===== config.mk =====
export PLATFORM = sky130hd
export DESIGN_NAME = booth_ctrl
export DESIGN_NICKNAME = d
export VERILOG_FILES = /design/src/rtl/booth_pkg.sv /design/src/rtl/booth_recode.sv /design/src/rtl/booth_ctrl.sv
export SDC_FILE = /design/constraint.sdc
export NUM_CORES = 1
export LEC_CHECK = 0
export BUFFER_PORTS_ARGS = -buffer_cell sky130_fd_sc_hd__buf_2
export CORE_AREA = 2 2 39 41
export DETAILED_ROUTE_END_ITERATION = 8
export DIE_AREA = 0 0 41 43
export SLEW_MARGIN = 15
export SYNTH_ARGS = -nofsm -noshare
export SYNTH_HDL_FRONTEND = slang
export SYNTH_SLANG_ARGS = --single-unit

===== constraint.sdc =====
create_clock -name clk -period 1.8 [get_ports clk]
set_clock_uncertainty 0.2 [all_clocks]
set_input_delay 0.27 -clock clk [delete_from_list [all_inputs] [get_ports clk]]
set_output_delay 0.27 -clock clk [all_outputs]
set_load 0.005 [all_outputs]

===== src/rtl/booth_pkg.sv =====
// Shared definitions for the radix-4 Booth multiplier controller: state
// encodings, ALU function-select constants and datapath status field positions.
package booth_pkg;

  localparam logic [2:0] IDLE  = 3'd0;
  localparam logic [2:0] LOAD  = 3'd1;
  localparam logic [2:0] EVAL  = 3'd2;
  localparam logic [2:0] ADD   = 3'd3;
  localparam logic [2:0] SHIFT = 3'd4;
  localparam logic [2:0] DONE  = 3'd5;

  // funsel bits: [2] select A, [1] select 2A, [0] negate
  localparam logic [2:0] FS_ZERO = 3'b000;
  localparam logic [2:0] FS_PA   = 3'b100;
  localparam logic [2:0] FS_P2A  = 3'b010;
  localparam logic [2:0] FS_M2A  = 3'b011;
  localparam logic [2:0] FS_MA   = 3'b101;

  localparam int ST_X_LSB   = 0;
  localparam int ST_X_MSB   = 2;
  localparam int ST_CNT_LSB = 3;

  typedef struct packed {
    logic dpinit;
    logic ald;
    logic pld;
    logic xld;
    logic cntld;
    logic control;
    logic busy;
    logic done;
  } ctrl_t;

  function automatic logic is_zero_digit(input logic [2:0] x);
    return (x == 3'b000) || (x == 3'b111);
  endfunction

endpackage


===== src/rtl/booth_recode.sv =====
// Radix-4 Booth recoder: maps the triplet {b(i+1), b(i), b(i-1)} onto the
// ALU function select.
module booth_recode
  import booth_pkg::*;
(
  input  logic [2:0] x,
  output logic [2:0] funsel
);

  always_comb begin
    funsel = FS_ZERO;
    case (x)
      3'b001, 3'b010: funsel = FS_PA;
      3'b011:         funsel = FS_P2A;
      3'b100:         funsel = FS_M2A;
      3'b101, 3'b110: funsel = FS_MA;
      default:        funsel = FS_ZERO;
    endcase
  end

endmodule


===== src/rtl/booth_ctrl.sv =====
// Control FSM for the radix-4 Booth multiplier datapath (signed 8x8 -> 16).
// Define BOOTH_SKIP_ZERO_EN to bypass the ADD cycle for zero Booth digits.
module booth_ctrl
  import booth_pkg::*;
#(
  parameter int ITERS = 4,
  parameter int CNT_W = 3
) (
  input  logic             clk,
  input  logic             reset,
  input  logic             start,
  input  logic [CNT_W+2:0] status,
  output logic             dpinit,
  output logic             ald,
  output logic             pld,
  output logic             xld,
  output logic             cntld,
  output logic             control,
  output logic [2:0]       funsel,
  output logic             busy,
  output logic             done
);

  localparam logic [CNT_W-1:0] ITERS_C = CNT_W'(ITERS);

  logic [2:0]       state;
  logic [2:0]       state_nx;
  logic [CNT_W-1:0] cnt;
  logic [2:0]       x;
  logic [2:0]       recode_fs;
  ctrl_t            ctrl;

  assign cnt = status[CNT_W+ST_CNT_LSB-1:ST_CNT_LSB];
  assign x   = status[ST_X_MSB:ST_X_LSB];

  booth_recode u_recode (
    .x      (x),
    .funsel (recode_fs)
  );

  always_ff @(posedge clk) begin
    if (reset) state <= IDLE;
    else       state <= state_nx;
  end

  always_comb begin
    state_nx = state;
    case (state)
      IDLE:  if (start) state_nx = LOAD;
      LOAD:  state_nx = EVAL;
      EVAL: begin
        // cnt beyond ITERS is illegal; finishing keeps the FSM from hanging
        if (cnt >= ITERS_C) state_nx = DONE;
`ifdef BOOTH_SKIP_ZERO_EN
        else if (is_zero_digit(x)) state_nx = SHIFT;
`endif
        else state_nx = ADD;
      end
      ADD:   state_nx = SHIFT;
      SHIFT: state_nx = EVAL;
      DONE:  state_nx = IDLE;
      default: state_nx = IDLE;
    endcase
  end

  always_comb begin
    ctrl = '0;
    case (state)
      LOAD: begin
        ctrl.dpinit = 1'b1;
        ctrl.ald    = 1'b1;
        ctrl.busy   = 1'b1;
      end
      EVAL: ctrl.busy = 1'b1;
      ADD: begin
        ctrl.pld  = 1'b1;
        ctrl.busy = 1'b1;
      end
      SHIFT: begin
        ctrl.pld     = 1'b1;
        ctrl.control = 1'b1;
        ctrl.xld     = 1'b1;
        ctrl.cntld   = 1'b1;
        ctrl.busy    = 1'b1;
      end
      DONE: ctrl.done = 1'b1;
      default: ctrl = '0;
    endcase
  end

  assign dpinit  = ctrl.dpinit;
  assign ald     = ctrl.ald;
  assign pld     = ctrl.pld;
  assign xld     = ctrl.xld;
  assign cntld   = ctrl.cntld;
  assign control = ctrl.control;
  assign busy    = ctrl.busy;
  assign done    = ctrl.done;
  // funsel is the only output that follows status combinationally
  assign funsel  = (state == ADD) ? recode_fs : FS_ZERO;

endmodule


==> results of run 1 <==
## placed cells by master (no fill, tap or decap)
master    count
dfxtp_1       1
clkbuf_1      1
nand3b_1      2
or3b_1        1
nand2b_1      1
buf_2        17
nor3b_2       2
a211oi_1      1
o31a_1        1
nor2_1        5
inv_1         3
nor4_1        1
nor4b_1       2
xnor2_1       2
clkbuf_4      3
a21oi_1       1
dfxtp_2       2
o21ai_1       1
## worst max-delay path by stage
stage / slack (ps) / to / startpoint / depth (start not counted)
finish: 160 / funsel[0] / state[2]$_SDFFE_PP0P_ / 3
global route: -0.2 / funsel[0] / state[2]$_SDFFE_PP0P_ / 3
CTS: 80 / funsel[0] / state[0]$_SDFFE_PP0P_ / 3
detailed placement: 310 / funsel[1] / status[0] / 4
global placement: 320 / funsel[1] / status[0] / 4
floorplan: 460 / control / state[2]$_SDFFE_PP0P_ / 3
## where the power goes
part           leakage [nW]  internal [mW]  total [mW]  switching [mW]
clock                0.0150         0.0830       0.117          0.0341
sequential           0.0253         0.0727      0.0830          0.0103
combinational         0.134         0.0272      0.0470          0.0198
total                 0.174          0.183       0.247          0.0643
## what timing repair did
item                       4_1_cts  5_1_grt
setup endpoints to repair        0        1
hold buffers                     0        0
gates resized for setup          0        2
## cells in the mapped netlist
library cell  count
nor4b_1           2
a211oi_1          1
xnor2_1           2
nor2_1            5
buf_4             3
buf_2             1
dfxtp_1           3
nand2b_1          1
or3b_1            1
o21ai_1           1
inv_1             3
nand3b_1          2
buf_6             1
o31a_1            1
nor4_1            1
a21oi_1           1
nor3b_2           2
## worst max-delay path, cell delays in order, from the launching register on
cell and delay [ps]:
dfxtp_1 370, nand3b_1 250, a211oi_1 180, buf_2 140
## layer usage
layer | vias up | track usage | wire [um]
met5 | - | 0 | 0
met4 | 0 | 0.0800 | 19
met3 | 2 | 0.0628 | 74
met2 | 15 | 0.125 | 252
met1 | 114 | 0.0735 | 229
li1 | 134 | - | -
## kinds of logic after synthesis
| group | synth area share |
|---|---|
| buffers and inverters | 0.199 |
| AND/OR/NAND/NOR | 0.388 |
| flip-flops | 0.239 |
| AO/OA/AOI/OAI | 0.104 |
| XOR/XNOR | 0.0697 |
## through the flow
stage	util	instance area (um^2)	std cells	setup TNS (ps)	hold WS (ps)
floorplan	-	251	31	0	147
global placement	0.230	318	59	0	278
detailed placement	0.230	318	59	0	279
CTS	0.249	344	63	0	31.3
global route	0.250	347	63	-0.162	31.3
finish	0.250	347	63	0	30.1
## final cells by class
type	count	area, um^2
Timing Repair Buffer	17	85.1
Inverter	3	11.3
Tap cell	16	20.0
Fill cell	169	1040
Sequential cell	3	62.6
Clock buffer	4	26.3
Multi-Input combinational cell	20	141
==> results.py, run 1 <==
metrics = {
    "status": {
        "status": "finished, final reports clean",
    },
    "worst_setup_path": {
        "cp.required_ps": 1330,
        "reg2reg_slack_ps": 600,
        "cp-start-kind": "flop",
        "crit_path_end_kind": "primary output",
        "worst_r2r_endpoint": "state[1]$_SDFFE_PP0P_",
        "ff2ff_path_depth": 2,
        "crit_fanout": 8,
        "cp.arrival_ps": 1170,
        "reg2reg_from": "state[2]$_SDFFE_PP0P_",
        "crit_type": "reg -> out",
    },
    "final_layout": {
        "syn_to_final_growth_pct": 37.8,
        "largest_register_ffs": 3,
        "antenna_cells": 0,
        "layout-drive-gt1-share": 0.511,
        "top_regs": "state: 3 flops",
        "largest_register": "state",
        "nNetsFinal": 57,
    },
    "grt": {
        "antenna_found_initial": 0,
        "grt_pass1_wl_um": 931,
        "grt_pass1_vias": 247,
        "overflow": 0,
        "grt_start_max_net_pins": 10,
        "grt_usage": 0.0872,
    },
    "placed_design": {
        "portBuffers": 17,
        "dpl.hpwl_um": 434,
        "place_congestion": 0.595,
        "dp_slack_ps": 312,
    },
    "logic_synthesis": {
        "synthTopCellsByArea": "dfxtp_1, nor3b_2, buf_4, nor2_1, nor4b_1",
        "yosysSeqAreaShare": 0.239,
        "synth_top_area_cell": "dfxtp_1",
        "synthDominantCellAreaShare": 0.239,
        "yosysUniqueCellTypes": 17,
        "syn-num-nets": 40,
        "synth_area_um2": 251,
        "avgSynthCellArea_um2": 8.11,
        "syn_inst": 31,
        "ys_warn_count": 0,
        "ys_ff_latch": 3,
    },
    "floorplan": {
        "dieArea_um2": 1760,
        "fp.dieH_um": 43,
        "die_x_um": 41,
        "core_um2": 1380,
        "initial_core_util": 0.182,
        "rows": 14,
        "ioPinCount": 20,
    },
    "clock_network": {
        "clk_transition_reported_paths_ps": 30,
        "cts_htree_levels": 1,
        "cts_root_buf": "clkbuf_4",
        "clock-sinks": 3,
        "cts_tree": "done",
        "cts_buffer_depth": 2,
        "cts_setup_buffers": 0,
        "insertion_delay_ps": 230,
        "cts_buffers": 3,
    },
    "pwr": {
        "peakVddDrop_mv": 0.437,
        "p_per_area_nw_per_um2": 713,
        "power_mw": 0.247,
        "power.leakage_nw": 0.174,
    },
    "sta": {
        "fmax_mhz": 608,
        "finalSetupViolations": 0,
        "timing.final.crit_share": 0.913,
        "min_period_ps": 1640,
        "drv_slew": 0,
        "maxSlewHeadroom": 0.818,
        "finalHoldViolCount": 0,
        "worst_pin_slew_ps": 273,
        "setup_slack_ps": 156,
    },
    "drt": {
        "ant_nets": 0,
        "via_count": 265,
        "vias_per_cell": 4.21,
        "drt_iter0_drc": 3,
        "first_pass_iters": 2,
        "wl_per_cell_um": 9.13,
        "drt-total-wl_um": 575,
        "drc_errors": 0,
    },
    "worst_hold_path": {
        "hold_depth": 2,
        "hold_class": "in -> reg",
        "hold_start": "reset",
        "hold_end": "state[0]$_SDFFE_PP0P_",
    },
    "run": {
        "maxCapViolations": 0,
    },
}
(Power assumes the default switching activity.)
==> run 2: changes to the inputs <==
- CORE_AREA: 2 2 39 41 -> 4 4 41 43
- DIE_AREA: 0 0 41 43 -> 0 0 45 47
==> results.py, run 2 (synthesized netlist as in run 1, its figures left out) <==
metrics = {
    "status": {
        "status": "finished, final reports clean",
    },
    "clock_network": {
        "clk_transition_reported_paths_ps": 40,
        "insertion_delay_ps": 230,
        "cts_root_buf": "clkbuf_4",
        "clock-sinks": 3,
        "cts_buffers": 3,
        "cts_htree_levels": 1,
        "cts_resized": 0,
        "cts_tree": "done",
        "cts_setup_buffers": 0,
        "cts_buffer_depth": 2,
        "hold_buffers": 0,
    },
    "grt": {
        "overflow": 0,
        "grt_start_max_net_pins": 10,
        "busiest_layer": "met2",
        "grt_pass1_wl_um": 972,
        "met1_usage": 0.0679,
        "met3_usage": 0.0498,
        "grt_usage": 0.0655,
        "use_met2": 0.0960,
        "antenna_found_initial": 0,
        "grt_pass1_vias": 237,
    },
    "drt": {
        "wl_per_cell_um": 9.85,
        "vias_per_cell": 4.23,
        "first_pass_iters": 2,
        "ant_nets": 0,
        "drt-total-wl_um": 611,
        "via_count": 262,
        "drc_errors": 0,
        "drt_iter0_drc": 3,
    },
    "sta": {
        "finalHoldViolCount": 0,
        "maxSlewHeadroom": 0.803,
        "finalSetupViolations": 0,
        "worst_pin_slew_ps": 296,
        "timing.final.crit_share": 0.927,
        "drv_slew": 0,
        "setup_slack_ps": 132,
        "fmax_mhz": 600,
        "setup_tns_ps": 0,
        "rsz0062_at_grt": "no",
        "min_period_ps": 1670,
    },
    "final_layout": {
        "stdcell_count": 62,
        "largest_register": "state",
        "fin_util": 0.264,
        "nNetsFinal": 57,
        "antenna_cells": 0,
        "final_common_cell": "buf_2",
        "mostFrequentLayoutCells": "buf_2, nor2_1, inv_1, clkbuf_4",
        "layout-drive-gt1-share": 0.489,
        "syn_to_final_growth_pct": 36.8,
        "top_regs": "state: 3 flops",
        "largest_register_ffs": 3,
    },
    "worst_setup_path": {
        "crit_fanout": 8,
        "crit_path_cell_trace": "nand3b_1, a211oi_1, buf_2",
        "cp-start-kind": "flop",
        "cp.required_ps": 1330,
        "slowest_delay_ps": 460,
        "slowest_stage": "dfxtp_1",
        "path_delay_family": "flip-flops",
        "cp_num_buf_inv": 1,
        "crit_type": "reg -> out",
        "crit_path_end_kind": "primary output",
        "reg2reg_slack_ps": 580,
        "cp.arrival_ps": 1200,
    },
    "pwr": {
        "p_per_area_nw_per_um2": 722,
        "combPwrFrac": 0.192,
        "power.leakage_nw": 0.174,
        "seqPwrFrac": 0.334,
        "swShare": 0.265,
        "peakVddDrop_mv": 0.351,
        "power.internal_mw": 0.182,
        "p_switching_mw": 0.0658,
        "pwr-share-clk": 0.474,
    },
    "floorplan": {
        "ioPinCount": 20,
        "core_um2": 1300,
        "dieArea_um2": 2120,
        "rows": 13,
        "initial_core_util": 0.193,
        "fp.dieH_um": 47,
        "die_x_um": 45,
    },
    "placed_design": {
        "dp.cells": 58,
        "place_congestion": 0.638,
        "dp_slack_ps": 299,
        "portBuffers": 17,
    },
    "worst_hold_path": {
        "hold_class": "in -> reg",
    },
    "run": {
        "maxCapViolations": 0,
    },
}
==> run 2: cell types whose count changed in the layout (fill, tap and decap cells not counted) <==
cell	previous run	this run
dfxtp_1	1	2
dfxtp_2	2	1
==> run 2: through the flow <==
step	area (um^2)	hold slack, ps	total power, mW
floorplan	251	147	0.116
global placement	317	276	0.130
detailed placement	317	285	0.132
CTS	343	39.6	0.253
global route	344	48.0	0.265
finish	344	32.1	0.248
==> run 2: metal layers <==
metal / vias to the layer above / routed length [um]
met3: 0 / 110
met2: 16 / 253
li1: 135 / -
met5: - / 0
met1: 111 / 247
met4: 0 / 0
==> run 2: path summary, 6_finish.rpt <==
path | from | endpoint | cells past startpoint
max | state[1]$_SDFFE_PP0P_ | funsel[0] | 3
min | reset | state[0]$_SDFFE_PP0P_ | 2
max reg2reg | state[2]$_SDFFE_PP0P_ | state[1]$_SDFFE_PP0P_ | 2
min reg2reg | state[0]$_SDFFE_PP0P_ | state[0]$_SDFFE_PP0P_ | 1
==> run 2: layout make-up <==
| cell class | count | area [um^2] |
|---|---|---|
| Clock buffer | 4 | 26.3 |
| Inverter | 3 | 11.3 |
| Multi-Input combinational cell | 20 | 141 |
| Timing Repair Buffer | 17 | 85.1 |
| Tap cell | 15 | 18.8 |
| Sequential cell | 3 | 61.3 |
| Fill cell | 159 | 957 |
==> run 2: power groups by stage <==
stage          clock network (mW)  logic (mW)  registers [mW]
2_1_floorplan                   0      0.0388          0.0767
3_3_place_gp                    0      0.0477          0.0827
3_5_place_dp                    0      0.0485          0.0832
4_1_cts                     0.121      0.0492          0.0822
5_1_grt                     0.126      0.0554          0.0842
6_report                    0.118      0.0477          0.0829
==> run 3: changes to the inputs <==
- CAP_MARGIN: default -> 20
- PLACE_DENSITY_LB_ADDON: default -> 0.2
==> results.py, run 3 (synthesized netlist as in run 1, its figures left out) <==
metrics = {
    "drt": {
        "first_pass_iters": 2,
        "via_count": 257,
        "drt-total-wl_um": 606,
        "drt_iter0_drc": 1,
        "vias_per_cell": 4.15,
        "drc_errors": 0,
        "ant_nets": 0,
        "wl_per_cell_um": 9.77,
    },
    "grt": {
        "grt_pass1_vias": 231,
        "antenna_found_initial": 0,
        "grt_start_max_net_pins": 10,
        "grt_pass1_wl_um": 910,
        "overflow": 0,
        "grt_usage": 0.0608,
    },
    "worst_setup_path": {
        "crit_path_cell_trace": "nand3b_1, a211oi_1, buf_2",
        "path_delay_family": "flip-flops",
        "cp-start-kind": "flop",
        "cp.required_ps": 1330,
        "crit_type": "reg -> out",
        "cp.arrival_ps": 1210,
        "crit_fanout": 8,
        "slowest_delay_ps": 380,
        "cp_num_buf_inv": 1,
        "slowest_stage": "dfxtp_1",
        "crit_path_end_kind": "primary output",
    },
    "sta": {
        "fmax_mhz": 596,
        "setup_slack_ps": 122,
        "maxSlewHeadroom": 0.816,
        "min_period_ps": 1680,
        "timing.final.crit_share": 0.932,
        "worst_pin_slew_ps": 275,
        "setup_tns_ps": 0,
        "finalSetupViolations": 0,
        "finalHoldViolCount": 0,
        "whs_ps": 32.4,
        "rsz0062_at_grt": "no",
        "drv_slew": 0,
    },
    "floorplan": {
        "ioPinCount": 20,
        "initial_core_util": 0.193,
        "core_um2": 1300,
        "dieArea_um2": 2120,
        "rows": 13,
        "die_x_um": 45,
        "fp.dieH_um": 47,
    },
    "pwr": {
        "combPwrFrac": 0.189,
        "pwr-share-clk": 0.478,
        "p_switching_mw": 0.0677,
        "swShare": 0.270,
        "seqPwrFrac": 0.333,
        "peakVddDrop_mv": 0.274,
        "power.internal_mw": 0.183,
        "p_per_area_nw_per_um2": 726,
        "power.leakage_nw": 0.174,
        "power_mw": 0.251,
    },
    "clock_network": {
        "cts_htree_levels": 1,
        "cts_setup_buffers": 0,
        "cts_buffer_depth": 2,
        "cts_root_buf": "clkbuf_4",
        "hold_buffers": 0,
        "cts_buffers": 3,
        "insertion_delay_ps": 230,
        "clk_transition_reported_paths_ps": 40,
        "clock-sinks": 3,
        "cts_tree": "done",
    },
    "final_layout": {
        "nNetsFinal": 57,
        "fillers": 149,
        "largest_register_ffs": 3,
        "syn_to_final_growth_pct": 37.3,
        "fin_util": 0.265,
        "largest_register": "state",
        "stdcell_count": 62,
        "final_common_cell": "buf_2",
        "layout-drive-gt1-share": 0.511,
        "antenna_cells": 0,
        "mostFrequentLayoutCells": "buf_2, nor2_1, inv_1, clkbuf_4",
        "finalInstanceArea_um2": 345,
        "top_regs": "state: 3 flops",
    },
    "placed_design": {
        "place_area_um2": 317,
        "dp_slack_ps": 297,
        "dpl.hpwl_um": 457,
        "portBuffers": 17,
        "dp.cells": 58,
        "place_congestion": 0.619,
    },
    "status": {
        "status": "finished, final reports clean",
    },
    "worst_hold_path": {
        "hold_class": "in -> reg",
    },
    "run": {
        "maxCapViolations": 0,
    },
}
-- run 3: cell counts in the layout (fill, tap and decap cells not counted) --
No cell type changed its count.
-- run 3: final timing paths --
check,from,cells past startpoint,to,slack [ps]
worst max-delay path,state[2]$_SDFFE_PP0P_,3,funsel[0],120
worst min-delay path,reset,2,state[0]$_SDFFE_PP0P_,30
worst max register to register,state[2]$_SDFFE_PP0P_,2,state[1]$_SDFFE_PP0P_,610
worst min register to register,state[0]$_SDFFE_PP0P_,1,state[0]$_SDFFE_PP0P_,320
-- run 3: metal layers --
layer | GRT usage | up-vias | wire [um]
met5 | 0 | - | 0
met2 | 0.0819 | 14 | 230
met4 | 0.0526 | 0 | 0
li1 | - | 135 | -
met3 | 0.0268 | 0 | 88
met1 | 0.0727 | 108 | 287
-- run 3: final cells by class --
cell class / instances / area, um^2 / share of cell area
clock buffers: 4 / 26.3 / 0.0761
well taps: 15 / 18.8 / 0.0543
multi-input cells: 20 / 141 / 0.409
flip-flops and latches: 3 / 62.6 / 0.181
repair buffers: 17 / 85.1 / 0.246
inverters: 3 / 11.3 / 0.0326
-- run 3: worst reg2reg max path, delay by kind of cell (launching register included) --
kind,cells,cell delay [ps]
simple gates,1,110
compound gates,1,300
flops,1,470
-- run 3: power groups by stage --
| stage | clock [mW] | sequential [mW] | combinational [mW] |
|---|---|---|---|
| 4_1_cts | 0.127 | 0.0825 | 0.0484 |
| 3_5_place_dp | 0 | 0.0836 | 0.0481 |
| 2_1_floorplan | 0 | 0.0767 | 0.0388 |
| 5_1_grt | 0.132 | 0.0858 | 0.0532 |
| 3_3_place_gp | 0 | 0.0834 | 0.0480 |
| 6_report | 0.120 | 0.0834 | 0.0474 |
-- run 3: what timing repair did --
| item | in CTS | in global routing |
|---|---|---|
| endpoints found under the hold margin | 0 | 0 |
| setup endpoints to repair | 0 | 1 |
| resized for setup | 0 | 2 |
